`config.mk`:
```
export PLATFORM = sky130hd
export DESIGN_NAME = deserializator
export DESIGN_NICKNAME = d
export VERILOG_FILES = /design/src/rtl/ser_pkg.sv /design/src/rtl/deserializator.sv
export SDC_FILE = /design/constraint.sdc
export NUM_CORES = 1
export LEC_CHECK = 0
export ABC_AREA = 1
export CORE_UTILIZATION = 51
export CTS_BUF_LIST = sky130_fd_sc_hd__clkbuf_16
export CTS_CLUSTER_DIAMETER = 60
export DETAILED_ROUTE_END_ITERATION = 6
export GPL_ROUTABILITY_DRIVEN = 0
export PLACE_DENSITY = 0.77
export SYNTH_ARGS = -nofsm -noshare
export SYNTH_HDL_FRONTEND = slang
export SYNTH_SLANG_ARGS = --single-unit
```
`constraint.sdc`:
```
create_clock -name clk_i -period 1.55 [get_ports clk_i]
set_input_delay 0.155 -clock clk_i [delete_from_list [all_inputs] [get_ports clk_i]]
set_output_delay 0.155 -clock clk_i [all_outputs]
set_load 0.005 [all_outputs]
```
`src/rtl/ser_pkg.sv`:
```
// Shared types for the serializator/deserializator link: default word width and counter types.
package ser_pkg;
    localparam int DATA_W_DEF = 16;
    localparam int CNT_W      = $clog2(DATA_W_DEF);

    typedef logic [DATA_W_DEF-1:0] ser_word_t;
    typedef logic [CNT_W-1:0]      ser_cnt_t;
endpackage

```
`src/rtl/deserializator.sv`:
```
// Collects an MSB-first serial stream (one bit per valid cycle, gaps allowed) into DATA_W-bit words
// and flags each completed word with a one-cycle registered pulse.
module deserializator
    import ser_pkg::*;
#(
    parameter int DATA_W = DATA_W_DEF
) (
    input  logic              clk_i,
    input  logic              srst_i,
    input  logic              ser_data_i,
    input  logic              ser_data_val_i,
    output logic [DATA_W-1:0] deser_data_o,
    output logic              deser_data_val_o
);
    localparam int LCNT_W = $clog2(DATA_W);
    localparam logic [LCNT_W-1:0] CNT_LAST = LCNT_W'(DATA_W - 1);

    logic [LCNT_W-1:0] cnt_q;
    logic [DATA_W-1:0] shift_q;
    logic              last_bit;

    // Completion is decided on the incoming bit, so the word is assembled from shift_q plus ser_data_i.
    assign last_bit = ser_data_val_i && (cnt_q == CNT_LAST);

    always_ff @(posedge clk_i) begin
        if (srst_i) begin
            cnt_q <= '0;
        end else if (ser_data_val_i) begin
            if (last_bit) begin
                cnt_q <= '0;
            end else begin
                cnt_q <= cnt_q + 1'b1;
            end
        end
    end

    always_ff @(posedge clk_i) begin
        if (srst_i) begin
            shift_q <= '0;
        end else if (ser_data_val_i) begin
            shift_q <= {shift_q[DATA_W-2:0], ser_data_i};
        end
    end

    always_ff @(posedge clk_i) begin
        if (srst_i) begin
            deser_data_o     <= '0;
            deser_data_val_o <= 1'b0;
        end else begin
            deser_data_val_o <= last_bit;
            if (last_bit) begin
                deser_data_o <= {shift_q[DATA_W-2:0], ser_data_i};
            end
        end
    end

endmodule
```
==> results.ini <==
[run_status]
outcome = complete, no violations

[clocking]
cts.clk_slew.worst_paths_ps = 50
clock_tree.root_cell = sky130_fd_sc_hd__clkbuf_16
cts_buffers = 5
tritoncts_num_sinks = 36
htree_levels = 2
cts_tree = built
cts_repair_resize_count = 0
post-cts-setup-buffers = 0
postCtsHoldBufs = 0
insertion_delay_ps = 280
clockBufferDepth = 2

[route]
firstDrtPassIters = 4
routed_wire_length_per_instance_um = 12.0
ant_nets = 0
finalWirelength_um = 2570
detail_route.iter0.violations = 29
via_per_inst = 5.16
routed-via-count = 1110
remaining_drc_errors = 0

[logic_synthesis]
cell_taking_the_most_area_after_synthesis = sky130_fd_sc_hd__dfxtp_1
yosys.cell_types.count = 18
seq_total_area_yosys_pct = 55.3
postSynthNetCount = 167
synth_seq_cells = 36
syn_area_per_cell_um2 = 8.05
syn_area_um2 = 1300
synth_warnings = 0
post_synth_main_area_contributors = sky130_fd_sc_hd__dfxtp_1 (55%), sky130_fd_sc_hd__nand2_1 (11%), sky130_fd_sc_hd__nor2_1 (10%)
synthCells = 162
post-synth-top-area-fraction_pct = 55.3

[finish]
design.final.nets = 191
area_growth_syn_to_layout_pct = 33.5
n_antenna_cell = 0
drive_above_1_share_pct = 9.09

[worst_setup_path]
crit_path_start_kind = register
path_max_fanout = 17
worst-path-buf-inv = 0
timing.critical_path.slowest_cell_delay_ps = 320
critPathTopFamily = simple AND/OR/NAND/NOR gates
ff2ff_setup_slack_ps = 260
worst_setup_path_start = cnt_q[0]
cp_slowest_cell = sky130_fd_sc_hd__dfxtp_1
crit_path_end_kind = register
crit_chain = ha_1 > nand2_4 > nor2_8 > nor2_4 > nand2_1 > nor2_1
cp_data_arrival_time_ps = 1500
worst-endpoint-required_ps = 1760
worst-setup-path-type = reg2reg
rr_startpoint = cnt_q[0]

[min_path]
hold_start = deser_data_o[8]
worst_hold_path_type = reg2reg

[sta]
fin_crit_ps = 1290
postLayoutSetupSlackWorst_ps = 261
fmax_mhz = 776
setup_repair_after_global_routing_missed_its_margin = no
worst-slew-pin-transition_ps = 393
worst_clock_skew_on_the_final_layout_ps = 6.20
finalHoldViolCount = 0
final_min_period_over_clock_period_pct = 83.2
whs_ps = 442
timing.final.setup_violations = 0
final.setup.tns_ps = 0
max_slew_margin_pct = 73.7
slew_violations = 0

[grt]
global_route.usage.total_pct = 22.2
grt_max_degree = 35
global_route_wire_length_before_repair_um = 4300
grt_pass1_vias = 1000
antenna_found_initial = 0
grt_overflow_total = 0

[floorplan]
die_x_um = 52.6
die_area_um2 = 2760
placeableCoreArea_um2 = 2320
number_of_placement_rows = 17
ioPinCount = 21
die_y_um = 52.6
initial_utilization_pct = 56.2

[placed_design]
hpwlAfterDp_um = 1640
post-place-ws_ps = 133
port-buffer-count = 20

[job]
max_cap_violations = 0

[pwr]
worst_ir_drop_vdd_v = 0.000963
static-leakage-power_uw = 0.000791
power.density_nw_per_um2 = 1450

-- state kept, by name, indices dropped and copies added (netlist names) --
| register | flops |
|---|---|
| deser_data_o | 16 |
| shift_q | 15 |
| deser_data_val_o | 1 |
| cnt_q | 4 |
-- worst paths after layout --
kind / depth (start not counted) / to
max: 6 / cnt_q[3]
min: 2 / deser_data_o[8]
max reg2reg: 6 / cnt_q[3]
min reg2reg: 2 / deser_data_o[8]
-- final cells by class --
type | count | area, um^2
flip-flops and latches | 36 | 721
multi-input cells | 114 | 517
repair buffers | 25 | 238
fillers | 168 | 578
inverters | 4 | 15.0
clock buffers | 5 | 125
clock inverters | 3 | 90.1
well taps | 28 | 35.0
-- Yosys cell counts --
cell / n
sky130_fd_sc_hd__nor2_4: 1
sky130_fd_sc_hd__nor3_1: 1
sky130_fd_sc_hd__nand3_1: 17
sky130_fd_sc_hd__clkbuf_1: 3
sky130_fd_sc_hd__clkinv_1: 1
sky130_fd_sc_hd__a21oi_1: 2
sky130_fd_sc_hd__inv_1: 3
sky130_fd_sc_hd__ha_1: 1
sky130_fd_sc_hd__nand2_1: 37
sky130_fd_sc_hd__buf_4: 1
sky130_fd_sc_hd__nor2_8: 1
sky130_fd_sc_hd__o21ai_0: 17
sky130_fd_sc_hd__nor2_1: 35
sky130_fd_sc_hd__buf_6: 2
sky130_fd_sc_hd__buf_2: 2
sky130_fd_sc_hd__dfxtp_1: 36
sky130_fd_sc_hd__nand2_4: 1
sky130_fd_sc_hd__nand2_2: 1
-- worst min-delay path, stage by stage, from the launching register on --
cell and delay [ps]:
sky130_fd_sc_hd__dfxtp_1 320, sky130_fd_sc_hd__nand2_1 50, sky130_fd_sc_hd__nand2_1 40
-- per-stage QoR --
step                util, %  power [uW]  std cells  cell area [um^2]
global route           75.1        2590        215              1740
detailed placement     65.8        1100        207              1530
floorplan                 -        1070        162              1300
finish                 75.1        2520        215              1740
CTS                    75.1        2530        215              1740
global placement       65.8        1090        207              1530
-- cells in the final DEF, fill, tap and decap left out, drive strengths merged --
master / Yosys / final
inv: 3 / 3
nor2: 37 / 37
o21ai: 17 / 17
clkdlybuf4s50: 0 / 20
buf: 5 / 5
clkinv: 1 / 1
bufinv: 0 / 3
nand2: 39 / 39
a21oi: 2 / 2
ha: 1 / 1
nand3: 17 / 17
dfxtp: 36 / 36
clkbuf: 3 / 5
nor3: 1 / 1
-- report_power, final --
group / internal, uW / switching (uW)
clock: 1080 / 355
sequential: 956 / 21.8
combinational: 37.9 / 62.8
total: 2080 / 440
-- layer usage --
metal / part of all wire [%] / vias to the layer above / track usage [%]
met3: 4.2 / 6 / 7.54
met4: 1.9 / 0 / 11.4
met5: 0 / - / 0
met1: 43 / 507 / 23.6
li1: - / 566 / -
met2: 50 / 31 / 38.4
-- cell families (layout without fill, tap and decap cells) --
kind of cell / Yosys count / after routing / share of synthesized area, %
AOI/OAI and AO/OA: 19 / 19 / 7.29
adders and majority gates: 1 / 1 / 0.960
buffers and inverters: 12 / 37 / 5.09
DFF: 36 / 36 / 55.3
and+or+nand+nor: 94 / 94 / 31.4
Note: power is estimated with default switching activity, not from simulation.
==> patch, RTL diff (same flow settings) <==
Register the inputs `ser_data_i` and `ser_data_val_i` before use, with the module's reset. The logic sees them one clock later.
--- a/src/rtl/deserializator.sv
+++ b/src/rtl/deserializator.sv
@@ -16,4 +16,17 @@
     localparam logic [LCNT_W-1:0] CNT_LAST = LCNT_W'(DATA_W - 1);
 
+    logic ser_data_q;
+    logic ser_data_val_q;
+
+    always_ff @(posedge clk_i) begin
+        if (srst_i) begin
+            ser_data_q     <= '0;
+            ser_data_val_q <= '0;
+        end else begin
+            ser_data_q     <= ser_data_i;
+            ser_data_val_q <= ser_data_val_i;
+        end
+    end
+
     logic [LCNT_W-1:0] cnt_q;
     logic [DATA_W-1:0] shift_q;
@@ -21,10 +34,10 @@
 
     // Completion is decided on the incoming bit, so the word is assembled from shift_q plus ser_data_i.
-    assign last_bit = ser_data_val_i && (cnt_q == CNT_LAST);
+    assign last_bit = ser_data_val_q && (cnt_q == CNT_LAST);
 
     always_ff @(posedge clk_i) begin
         if (srst_i) begin
             cnt_q <= '0;
-        end else if (ser_data_val_i) begin
+        end else if (ser_data_val_q) begin
             if (last_bit) begin
                 cnt_q <= '0;
@@ -38,6 +51,6 @@
         if (srst_i) begin
             shift_q <= '0;
-        end else if (ser_data_val_i) begin
-            shift_q <= {shift_q[DATA_W-2:0], ser_data_i};
+        end else if (ser_data_val_q) begin
+            shift_q <= {shift_q[DATA_W-2:0], ser_data_q};
         end
     end
@@ -50,5 +63,5 @@
             deser_data_val_o <= last_bit;
             if (last_bit) begin
-                deser_data_o <= {shift_q[DATA_W-2:0], ser_data_i};
+                deser_data_o <= {shift_q[DATA_W-2:0], ser_data_q};
             end
         end
Formal check against the unedited RTL: no difference found for any inputs over 10 cycles, from zero or initial values and one cycle with srst_i high; that may be too few to reach the edited logic, so the function may still have changed.
==> patch against the original RTL <==
  * Count of clock-buffer cells in the layout unchanged
  * Setup slack worse by 0.031 ns
  * Sequential share of layout area up 1.7 points
  * Synthesized area is 5.2% higher
  * Hold slack lost 0.045 ns
  * Design area is 1.3% higher
  * Clock skew is 0.0043 ns lower
  * Total power fell by 11%
  * Clock power shrank 22%
  * Sequential cell count up 2
  * Wire length up 0.19%
==> patch: results <==
export IMPL_detailedPlace_worstSlack_ns=0.2178
export IMPL_placedCellCount=214
export IMPL_routed_via_count=1152
export IMPL_synth_common_cells="38 x sky130_fd_sc_hd__dfxtp_1, 37 x sky130_fd_sc_hd__nor2_1, 35 x sky130_fd_sc_hd__nand2_1"
export IMPL_drive_above_1_share_pct=9.375
export IMPL_drt_first_iter_violations=19
export IMPL_syn_inst=168
export IMPL_place_hpwl_mm=1.683
export IMPL_totalNegativeSetupSlack_ns=0
export IMPL_netlist_top_cells_area="sky130_fd_sc_hd__dfxtp_1 55%, sky130_fd_sc_hd__nor2_1 10%, sky130_fd_sc_hd__nand2_1 9.6%, sky130_fd_sc_hd__nand3_1 6.2%, sky130_fd_sc_hd__o21ai_0 6.2%"
export IMPL_synth_adder_area_share_pct=0.9124
export IMPL_whs_path_depth=3
export IMPL_vias_in_the_first_global_route=998
export IMPL_critical_path_arrival_ns=1.54
export IMPL_drt_pass1_iterations=5
export IMPL_worstPathMaxFanout=18
export IMPL_irDropWorstVdd_v=0.001302
export IMPL_timing_hold_worst_class="in -> reg"
export IMPL_ys_flop_type="sky130_fd_sc_hd__dfxtp_1"
export IMPL_post_cts_setup_buffers=0
export IMPL_nets=196
export IMPL_cts_resized=0
export IMPL_viasPerCell=5.189
export IMPL_grtUsageTotal_pct=21.52
export IMPL_final_fill_count=202
export IMPL_max_slew_worst_pin_slew_ns=0.4072
export IMPL_synth_compound_gate_area_share_pct=6.934
export IMPL_synth_seq_area_share_pct=55.47
export IMPL_status="finished clean"
export IMPL_dpl_instance_area_um2=1598
export IMPL_wire_length_per_cell_after_detailed_routing_um=11.62
export IMPL_power_leakage_nw=0.8387
export IMPL_fin_worst_skew_ns=0.001894
export IMPL_grt_pass1_wl_mm=4.202
export IMPL_async_flop_share_pct=0
==> patch: critical path, cell delays in order (launching register included) <==
cell	delay, ns
sky130_fd_sc_hd__dfxtp_1	0.32
sky130_fd_sc_hd__ha_1	0.23
sky130_fd_sc_hd__nand2_4	0.12
sky130_fd_sc_hd__nor2_8	0.08
sky130_fd_sc_hd__nor2_4	0.34
sky130_fd_sc_hd__nand2_1	0.09
sky130_fd_sc_hd__nor2_1	0.09
==> patch: cell type report <==
class / count / area, um^2 / share of cell area [%]
flip-flops and latches: 38 / 760.7 / 43.15
inverters: 6 / 22.52 / 1.278
clock buffers: 5 / 125.1 / 7.097
well taps: 30 / 37.54 / 2.129
multi-input cells: 116 / 534.3 / 30.31
repair buffers: 24 / 242.7 / 13.77
clock inverters: 3 / 40.04 / 2.271
==> patch: path summary, 6_finish.rpt <==
kind	endpoint	slack (ns)	from
max	cnt_q[3]	0.23	cnt_q[0]
min reg2reg	deser_data_o[7]	0.44	deser_data_o[7]
max reg2reg	cnt_q[3]	0.23	cnt_q[0]
min	ser_data_q	0.40	ser_data_i
==> patch: logic make-up (layout without fill, tap and decap cells) <==
logic type,count (synthesis),after routing
adder cells (fa/ha/maj),1,1
AO/OA/AOI/OAI,19,19
buffers and inverters,14,38
AND/OR/NAND/NOR,96,96
flip-flops,38,38
==> patch: metal layers <==
metal	vias to the layer above	GRT usage (%)	wire length [um]
met4	0	12.72	66
met2	37	35.60	1238
met1	528	22.59	1094
met3	7	9.040	179
li1	580	-	-
met5	-	0	0
==> patch: where the power goes <==
part / switching [mW] / leakage, nW / internal, mW
logic: 0.0591 / 0.445 / 0.0389
clock network: 0.371 / 0.0836 / 0.752
registers: 0.0222 / 0.310 / 1.01
